`config.mk`:
```
export PLATFORM = sky130hd
export DESIGN_NAME = char_match_seq
export DESIGN_NICKNAME = d
export VERILOG_FILES = /design/src/rtl/char_match_seq.sv
export SDC_FILE = /design/constraint.sdc
export NUM_CORES = 2
export LEC_CHECK = 0
export CAP_MARGIN = 20
export CORE_AREA = 2 2 414 416
export CTS_BUF_LIST = sky130_fd_sc_hd__clkbuf_8
export DETAILED_ROUTE_END_ITERATION = 8
export DIE_AREA = 0 0 416 418
export GPL_TIMING_DRIVEN = 0
export MAX_ROUTING_LAYER = met4
export PLACE_DENSITY_LB_ADDON = 0.25
export SYNTH_ARGS = -nofsm -noshare
export SYNTH_HDL_FRONTEND = slang
export SYNTH_SLANG_ARGS = --single-unit
```
`constraint.sdc`:
```
create_clock -name pixelclk -period 22.7 [get_ports pixelclk]
set_input_delay 3.405 -clock pixelclk [delete_from_list [all_inputs] [get_ports pixelclk]]
set_output_delay 3.405 -clock pixelclk [all_outputs]
set_load 0.02 [all_outputs]
```
`src/rtl/char_match_seq.sv`:
```
// char_match_seq: run-time loadable template-matching character classifier.
// One template is scored per pixelclk against a latched character; the best
// index, its score and the best-to-second margin are returned through a
// valid/ready handshake.
// Optional feature macro: CHAR_MATCH_REJECT_EN (adds reject_thr / out_reject).
module char_match_seq #(
   parameter  int CHAR_W   = 40,
   parameter  int NUM_TMPL = 34,
   localparam int SW       = $clog2(CHAR_W + 1),
   localparam int IW       = $clog2(NUM_TMPL)
) (
   input  logic              pixelclk,
   input  logic              reset_n,
   input  logic              tmpl_we,
   input  logic [IW-1:0]     tmpl_addr,
   input  logic [CHAR_W-1:0] tmpl_data,
   input  logic [7:0]        tmpl_code,
   input  logic              in_valid,
   output logic              in_ready,
   input  logic [CHAR_W-1:0] in_char,
   output logic              out_valid,
   input  logic              out_ready,
   output logic [7:0]        out_code,
   output logic [IW-1:0]     out_idx,
   output logic [SW-1:0]     out_score,
   output logic [SW-1:0]     out_margin,
`ifdef CHAR_MATCH_REJECT_EN
   input  logic [SW-1:0]     reject_thr,
   output logic              out_reject,
`endif
   output logic              busy
);

   typedef enum logic [1:0] {S_IDLE, S_SCAN, S_DONE} state_t;

   state_t                          state_q, state_d;
   logic [NUM_TMPL-1:0][CHAR_W-1:0] tmpl_q, tmpl_d;
   logic [NUM_TMPL-1:0][7:0]        code_q, code_d;
   logic [CHAR_W-1:0]               char_q, char_d;
   logic [IW-1:0]                   idx_q, idx_d;
   logic [IW-1:0]                   bidx_q, bidx_d;
   logic [SW-1:0]                   best_q, best_d;
   logic [SW-1:0]                   second_q, second_d;
   logic                            out_valid_q, out_valid_d;
   logic [7:0]                      out_code_q, out_code_d;
   logic [IW-1:0]                   out_idx_q, out_idx_d;
   logic [SW-1:0]                   out_score_q, out_score_d;
   logic [SW-1:0]                   out_margin_q, out_margin_d;
`ifdef CHAR_MATCH_REJECT_EN
   logic                            out_reject_q, out_reject_d;
`endif

   // Running top-2 after folding in the current template's score.
   logic [SW-1:0] score;
   logic [SW-1:0] nb, ns;
   logic [IW-1:0] nbi;

   function automatic logic [SW-1:0] popcount(input logic [CHAR_W-1:0] v);
      logic [SW-1:0] c;
      c = '0;
      for (int i = 0; i < CHAR_W; i++) c = c + SW'(v[i]);
      return c;
   endfunction

   // Matching bits between the latched character and the template under scan.
   assign score = popcount(~(char_q ^ tmpl_q[idx_q]));

   // Top-2 tracking: strict > keeps the lowest index on ties, and an equal
   // later score lands in second so the margin collapses to zero.
   always_comb begin
      nb  = best_q;
      ns  = second_q;
      nbi = bidx_q;
      if (score > best_q) begin
         ns  = best_q;
         nb  = score;
         nbi = idx_q;
      end else if (score > second_q) begin
         ns  = score;
      end
   end

   // Next-state: template writes, FSM sequencing and result capture.
   always_comb begin
      state_d      = state_q;
      tmpl_d       = tmpl_q;
      code_d       = code_q;
      char_d       = char_q;
      idx_d        = idx_q;
      bidx_d       = bidx_q;
      best_d       = best_q;
      second_d     = second_q;
      out_valid_d  = out_valid_q;
      out_code_d   = out_code_q;
      out_idx_d    = out_idx_q;
      out_score_d  = out_score_q;
      out_margin_d = out_margin_q;
`ifdef CHAR_MATCH_REJECT_EN
      out_reject_d = out_reject_q;
`endif

      // Writes only land while idle so a scan always sees a stable table.
      if (state_q == S_IDLE && tmpl_we && (int'(tmpl_addr) < NUM_TMPL)) begin
         tmpl_d[tmpl_addr] = tmpl_data;
         code_d[tmpl_addr] = tmpl_code;
      end

      case (state_q)
         S_IDLE: begin
            if (in_valid) begin
               char_d   = in_char;
               idx_d    = '0;
               best_d   = '0;
               second_d = '0;
               bidx_d   = '0;
               state_d  = S_SCAN;
            end
         end
         S_SCAN: begin
            best_d   = nb;
            second_d = ns;
            bidx_d   = nbi;
            idx_d    = idx_q + 1'b1;
            if (idx_q == IW'(NUM_TMPL - 1)) begin
               state_d      = S_DONE;
               out_valid_d  = 1'b1;
               out_idx_d    = nbi;
               out_score_d  = nb;
               out_margin_d = nb - ns;
               out_code_d   = code_q[nbi];
`ifdef CHAR_MATCH_REJECT_EN
               out_reject_d = (nb < reject_thr) || (nb == ns);
               if (out_reject_d) out_code_d = 8'h3F;
`endif
            end
         end
         S_DONE: begin
            if (out_ready) begin
               out_valid_d = 1'b0;
               state_d     = S_IDLE;
            end
         end
         default: state_d = S_IDLE;
      endcase
   end

   // State and result registers; reset aborts any scan and clears the table.
   always_ff @(posedge pixelclk or negedge reset_n) begin
      if (!reset_n) begin
         state_q      <= S_IDLE;
         tmpl_q       <= '0;
         code_q       <= '0;
         char_q       <= '0;
         idx_q        <= '0;
         bidx_q       <= '0;
         best_q       <= '0;
         second_q     <= '0;
         out_valid_q  <= 1'b0;
         out_code_q   <= '0;
         out_idx_q    <= '0;
         out_score_q  <= '0;
         out_margin_q <= '0;
`ifdef CHAR_MATCH_REJECT_EN
         out_reject_q <= 1'b0;
`endif
      end else begin
         state_q      <= state_d;
         tmpl_q       <= tmpl_d;
         code_q       <= code_d;
         char_q       <= char_d;
         idx_q        <= idx_d;
         bidx_q       <= bidx_d;
         best_q       <= best_d;
         second_q     <= second_d;
         out_valid_q  <= out_valid_d;
         out_code_q   <= out_code_d;
         out_idx_q    <= out_idx_d;
         out_score_q  <= out_score_d;
         out_margin_q <= out_margin_d;
`ifdef CHAR_MATCH_REJECT_EN
         out_reject_q <= out_reject_d;
`endif
      end
   end

   assign in_ready   = (state_q == S_IDLE);
   assign busy       = (state_q != S_IDLE);
   assign out_valid  = out_valid_q;
   assign out_code   = out_code_q;
   assign out_idx    = out_idx_q;
   assign out_score  = out_score_q;
   assign out_margin = out_margin_q;
`ifdef CHAR_MATCH_REJECT_EN
   assign out_reject = out_reject_q;
`endif

endmodule

```
Word-level counts from Yosys, hierarchy flattened:

Index checks and enable logic that the tools add are counted.

* $add $sub $neg: 41
* $lt $le $gt $ge: 7
* equality and inequality tests: 6
* multiplexer cells: 26
* bitwise operators: 2
* reductions and logical operators: 12

Operators with widths (count)
* $bwmux 1360: 1
* $bwmux 272: 1
* $bmux 40 s6: 1
* $demux 40 s6: 1
* $add 6x1->6: 34
* $mux 40: 2
* $bmux 8 s6: 1
* $demux 8 s6: 1
* $pmux 6 s2: 4
* $not 40->40: 1
* $xor 40x40->40: 1
* $mux 6: 5
* $lt 6x7->1 const B: 3
* $mux 8: 2
* $gt 6x6->1: 2
* $add 5x1->6: 1
* $add 6x1->6 const B: 1
* $eq 6x6->1 const B: 1
* $ge 6x1->1 const B: 1
* $lt 6x6->1 const B: 1
* $mux 2: 3
* $ne 2x2->1 const B: 3
* $pmux 2 s3: 1
* $reduce_and 2->1: 3
* other kinds (13): 19

* flip-flop bits (word level): 1725
* logic and storage cells: 173

Logic depth before layout (Yosys ltp):

* depth in word-level cells: 47
* mapped depth: 45

Least setup slack after synthesis:

No wires, ideal clock.

* path kind: register to register
* start point: reg idx_q[0]
* end point: reg out_margin_q[5], in the netlist out_margin[5]
* arrival time: 10.846 ns
* data required time: 22.564 ns
* slack: 11.719 ns
* cell stages (with the launch flop): 43
* period minus slack after synthesis: 10.981 ns
* cell sequence: dfrtp_1 -> buf_2 -> clkbuf_1 -> buf_1 -> mux4_2 -> mux4_2 -> mux2i_1 -> o22ai_1 -> xnor2_1 -> fa_1 -> inv_1 -> fa_1 -> fa_1 -> fa_1 -> fa_1 -> fa_1 -> fa_1 -> inv_1 -> [7 not listed] -> and3_1 -> a31oi_1 -> buf_6 -> buf_2 -> clkbuf_1 -> buf_1 -> nor2_1 -> a21oi_1 -> inv_1 -> ha_1 -> nor2b_1 -> o21ai_0 -> nand2b_1 -> a21o_1 -> a21oi_1 -> xor2_1 -> xnor2_1 -> o21ai_0

* elaborated cells on any way between the ends: 51

RTL lines
* start: declaration: line 40 `logic [IW-1:0] idx_q, idx_d;`
* start signal: assignment: line 171 `idx_q <= idx_d;`
* $bmux 40 s6 *: line 66 `assign score = popcount(~(char_q ^ tmpl_q[idx_q]));`
* $mux 40 (not written as such) *: line 66
* $xor 40x40->40 *: line 66
* $not 40->40 *: line 66
* $add 1x1->2: line 61 `for (int i = 0; i < CHAR_W; i++) c = c + SW'(v[i]);`
* $add 2x1->3: line 61
* $add 3x1->4: line 61
* $add 4x1->5: line 61
* $add 5x1->6: line 61
* $add 6x1->6 (33 in series): line 61
* $add 6x1->6 *: line 61
* $gt 6x6->1: line 74 `if (score > best_q) begin`
* $mux 6 *: line 74
* net nb[1]: line 55 `logic [SW-1:0] nb, ns;`
* $sub 6x6->6 *: line 129 `out_margin_d = nb - ns;`
* end signal: assignment: line 179 `out_margin_q <= out_margin_d;`
* end: declaration: line 48 `logic [SW-1:0] out_margin_q, out_margin_d;`

The timed path passes the listed nets; every way through them passes the cells marked *. The select of a mux whose other input is x is not followed.
A chain may end at the register's enable or synchronous reset.

Worst setup path in the final report:

* start point: reg idx_q[1]
* end point: reg out_margin_q[5], in the netlist out_margin[5]

* cells in the longest elaborated chain, start to end: 47
* elaborated cells on any way between the ends: 51

Ends and longest elaborated chain
* $bmux 40 s6: line 66
* $mux 40 (not written as such): line 66
* $xor 40x40->40: line 66
* $not 40->40: line 66
* $add 1x1->2: line 61
* $add 2x1->3: line 61
* $add 3x1->4: line 61
* $add 4x1->5: line 61
* $add 5x1->6: line 61
* $add 6x1->6 (34 in series): line 61
* $gt 6x6->1: line 78 `end else if (score > second_q) begin`
* $mux 6: line 78
* $mux 6: line 74
* $sub 6x6->6: line 129

Parallel ways exist; a longest one is shown, timed or not. The select of a mux whose other input is x is not followed.

==> results.sh <==
export IMPL_die_y_um=418
export IMPL_io_pins=128
export IMPL_synth_area_leaders="dfrtp_1, mux2_2, mux4_2"
export IMPL_synthSimpleGateAreaFrac_pct=2.53
export IMPL_slowest_stage="clkbuf_1"
export IMPL_synth_compound_area_share_pct=1.81
export IMPL_hold_violations=0
export IMPL_ys_flop_type="dfrtp_1"
export IMPL_grt_pass1_vias=51400
export IMPL_status="complete, but fails checks"
export IMPL_dieWidth_um=416
export IMPL_place_gp_congestion=0.944
export IMPL_grt_pass1_wl_um=378000
export IMPL_timing_rr_start="idx_q[1]"
export IMPL_htreeDepth=5
export IMPL_synthAdderAreaFrac_pct=1.28
export IMPL_wl_per_cell_um=32.6
export IMPL_cp_start_kind="register"
export IMPL_numCtsBuffers=310
export IMPL_synth_top_family_by_area="multiplexers"
export IMPL_hp_start="out_margin[2]"
export IMPL_critPathTopFamily="adder cells"
export IMPL_vias=50400
export IMPL_post_cts_buffers=0
export IMPL_nets=5922
export IMPL_synth_edf_count=0
export IMPL_ctsResizeCount=0
export IMPL_synth_most_common_cell="dfrtp_1"
export IMPL_cts_hold_buf=0
export IMPL_areaGrowthSynthToFinish_pct=14.1
export IMPL_finalSetupViolations=0
export IMPL_fin_util_pct=53.5
export IMPL_synth_area_um2=79300
export IMPL_cp_max_fo=10
export IMPL_clkLatencyLatePin_ns=1.07
export IMPL_clock_root_buffer="clkbuf_8"
export IMPL_synthMuxAreaShare_pct=36.7
export IMPL_viasPerCell=6.15
export IMPL_required_ns=23.58
export IMPL_cts_buffer_depth=4
export IMPL_cp_startpoint="idx_q[1]"
export IMPL_slowest_delay_ns=0.91
export IMPL_worstPathArrival_ns=14.74
export IMPL_drc=3
export IMPL_synth_top_area_share_pct=54.5
export IMPL_drive_gt1_share_pct=44.5
export IMPL_holdWs_ns=0.487
export IMPL_initialDrtViolationCount=5039
export IMPL_dr_pass1_iters=8
export IMPL_grt_max_degree=190
export IMPL_syn_instance_count=5263
export IMPL_synth_seq_cells=1725
export IMPL_core_um2=169000
export IMPL_fmax_mhz=72.1
export IMPL_rows=151
export IMPL_violations="design-rule violations"
export IMPL_finalSetupTns_ns=0
export IMPL_synth_distinct_cells=58
export IMPL_wirelength_um=267000
export IMPL_finalMaxSlewViolations=0
export IMPL_yosysWarningCount=0
export IMPL_critPathCaptureType="register"
export IMPL_cts_tree="done"
export IMPL_portBuffers=127
export IMPL_avgSynthCellArea_um2=15.1
export IMPL_syn_num_nets=5424
export IMPL_hpwl_um=181000
export IMPL_synth_top_cell_by_area="dfrtp_1"
export IMPL_rsz0062_at_grt="false"
export IMPL_worstMarginPinSlew_ns=1.27
export IMPL_slew_headroom_pct=15.3
export IMPL_crit_buf_inv=9
export IMPL_ys_seq_area_share_pct=54.5
export IMPL_synthXorXnorAreaFrac_pct=0.530
export IMPL_antenna_left=0
export IMPL_period_needed_ns=13.87
export IMPL_path_clk_slew_ns=0.06
export IMPL_synth_common_cells="dfrtp_1, mux2_2, mux4_2, clkbuf_1, nand2_1"
export IMPL_track_usage_pct=31.8
export IMPL_cap_violations=0
export IMPL_antenna_found_initial=11
export IMPL_initial_core_util_pct=46.9
export IMPL_dieArea_um2=174000
export IMPL_cts_sinks=1725
export IMPL_hp_class="reg -> reg"
export IMPL_grt_ovfl_total=0
export IMPL_critPathMostFrequentCell="fa_1"
export IMPL_async_flop_share_pct=100
export IMPL_critical_path_class="reg -> reg"
export IMPL_fin_crit_sh_pct=61.1
export IMPL_fin_worst_skew_ns=0.110
[path summary, 6_finish.rpt]
kind	to	slack, ns	depth (start not counted)
max in group asynchronous	tmpl_q[824]	17.54	5
setup / recovery	out_margin[5]	8.83	40
setup reg to reg	out_margin[5]	8.83	40
hold reg to reg	out_margin[2]	0.49	2
min in group asynchronous	code_q[243]	2.31	1
hold / removal	out_margin[2]	0.49	2
[per-stage QoR]
stage          setup WS, ns  cells  cell area (um^2)
3_3_place_gp         -60.08   7608             83300
6_report               8.83   8198             90500
2_1_floorplan         11.72   5263             79300
4_1_cts                9.19   8182             90400
3_5_place_dp           9.25   7664             84500
5_1_grt                8.60   8195             90500
[kinds of logic (layout without fill, tap and decap cells)]
group	count (synthesis)	after routing
AOI/OAI and AO/OA	235	235
muxes	2186	2186
and+or+nand+nor	473	473
other	0	13
buffers and inverters	534	1238
DFF	1725	1725
xor gates and xnor gates	48	48
adders and majority gates	62	62
[cell type report]
type / instances / area (um^2)
Fill cell: 14000 / 78600
Clock inverter: 133 / 643
Timing Repair Buffer: 186 / 2370
Inverter: 48 / 180
Buffer: 486 / 2010
Clock buffer: 385 / 5300
Multi-Input combinational cell: 3004 / 34000
Antenna cell: 13 / 32.5
Tap cell: 2218 / 2780
Sequential cell: 1725 / 43200
[state kept, by name, summed over array words and instances, names as in the netlist]
signal      cells
best_q          6
bidx_q          6
char_q         40
code_q        272
idx_q           6
out_code        8
out_idx         6
out_margin      6
out_score       6
out_valid       1
second_q        6
state_q         2
tmpl_q       1360
[worst min-delay path: stages (launching register included)]
cell and delay, ns:
dfrtp_1 0.34, nand2_1 0.05, o21ai_0 0.06
[layout by cell type, fill, tap and decap left out, types with 35 or more instances in the layout]
cell	count
o21ai_0	52
o22ai_1	51
buf_2	70
mux2i_1	129
buf_1	70
clkdlybuf4s50_1	126
nand3_1	35
nand2_1	318
a21oi_1	66
clkbuf_8	385
nor2_1	55
inv_1	154
mux2_2	1641
mux4_2	413
clkbuf_1	296
dfrtp_1	1725
clkbuf_2	42
[per-layer routing]
| layer | global-route usage [%] | vias up | routed length [um] |
|---|---|---|---|
| met4 | 18.4 | 0 | 17200 |
| met5 | - | - | 0 |
| met1 | 40.7 | 27200 | 107000 |
| li1 | - | 20300 | - |
| met3 | 8.68 | 699 | 23800 |
| met2 | 45.7 | 2286 | 120000 |
Power is left out: the tool's default activity adds up to more than one toggle a clock period on the data nets, which glitch-free logic cannot reach.
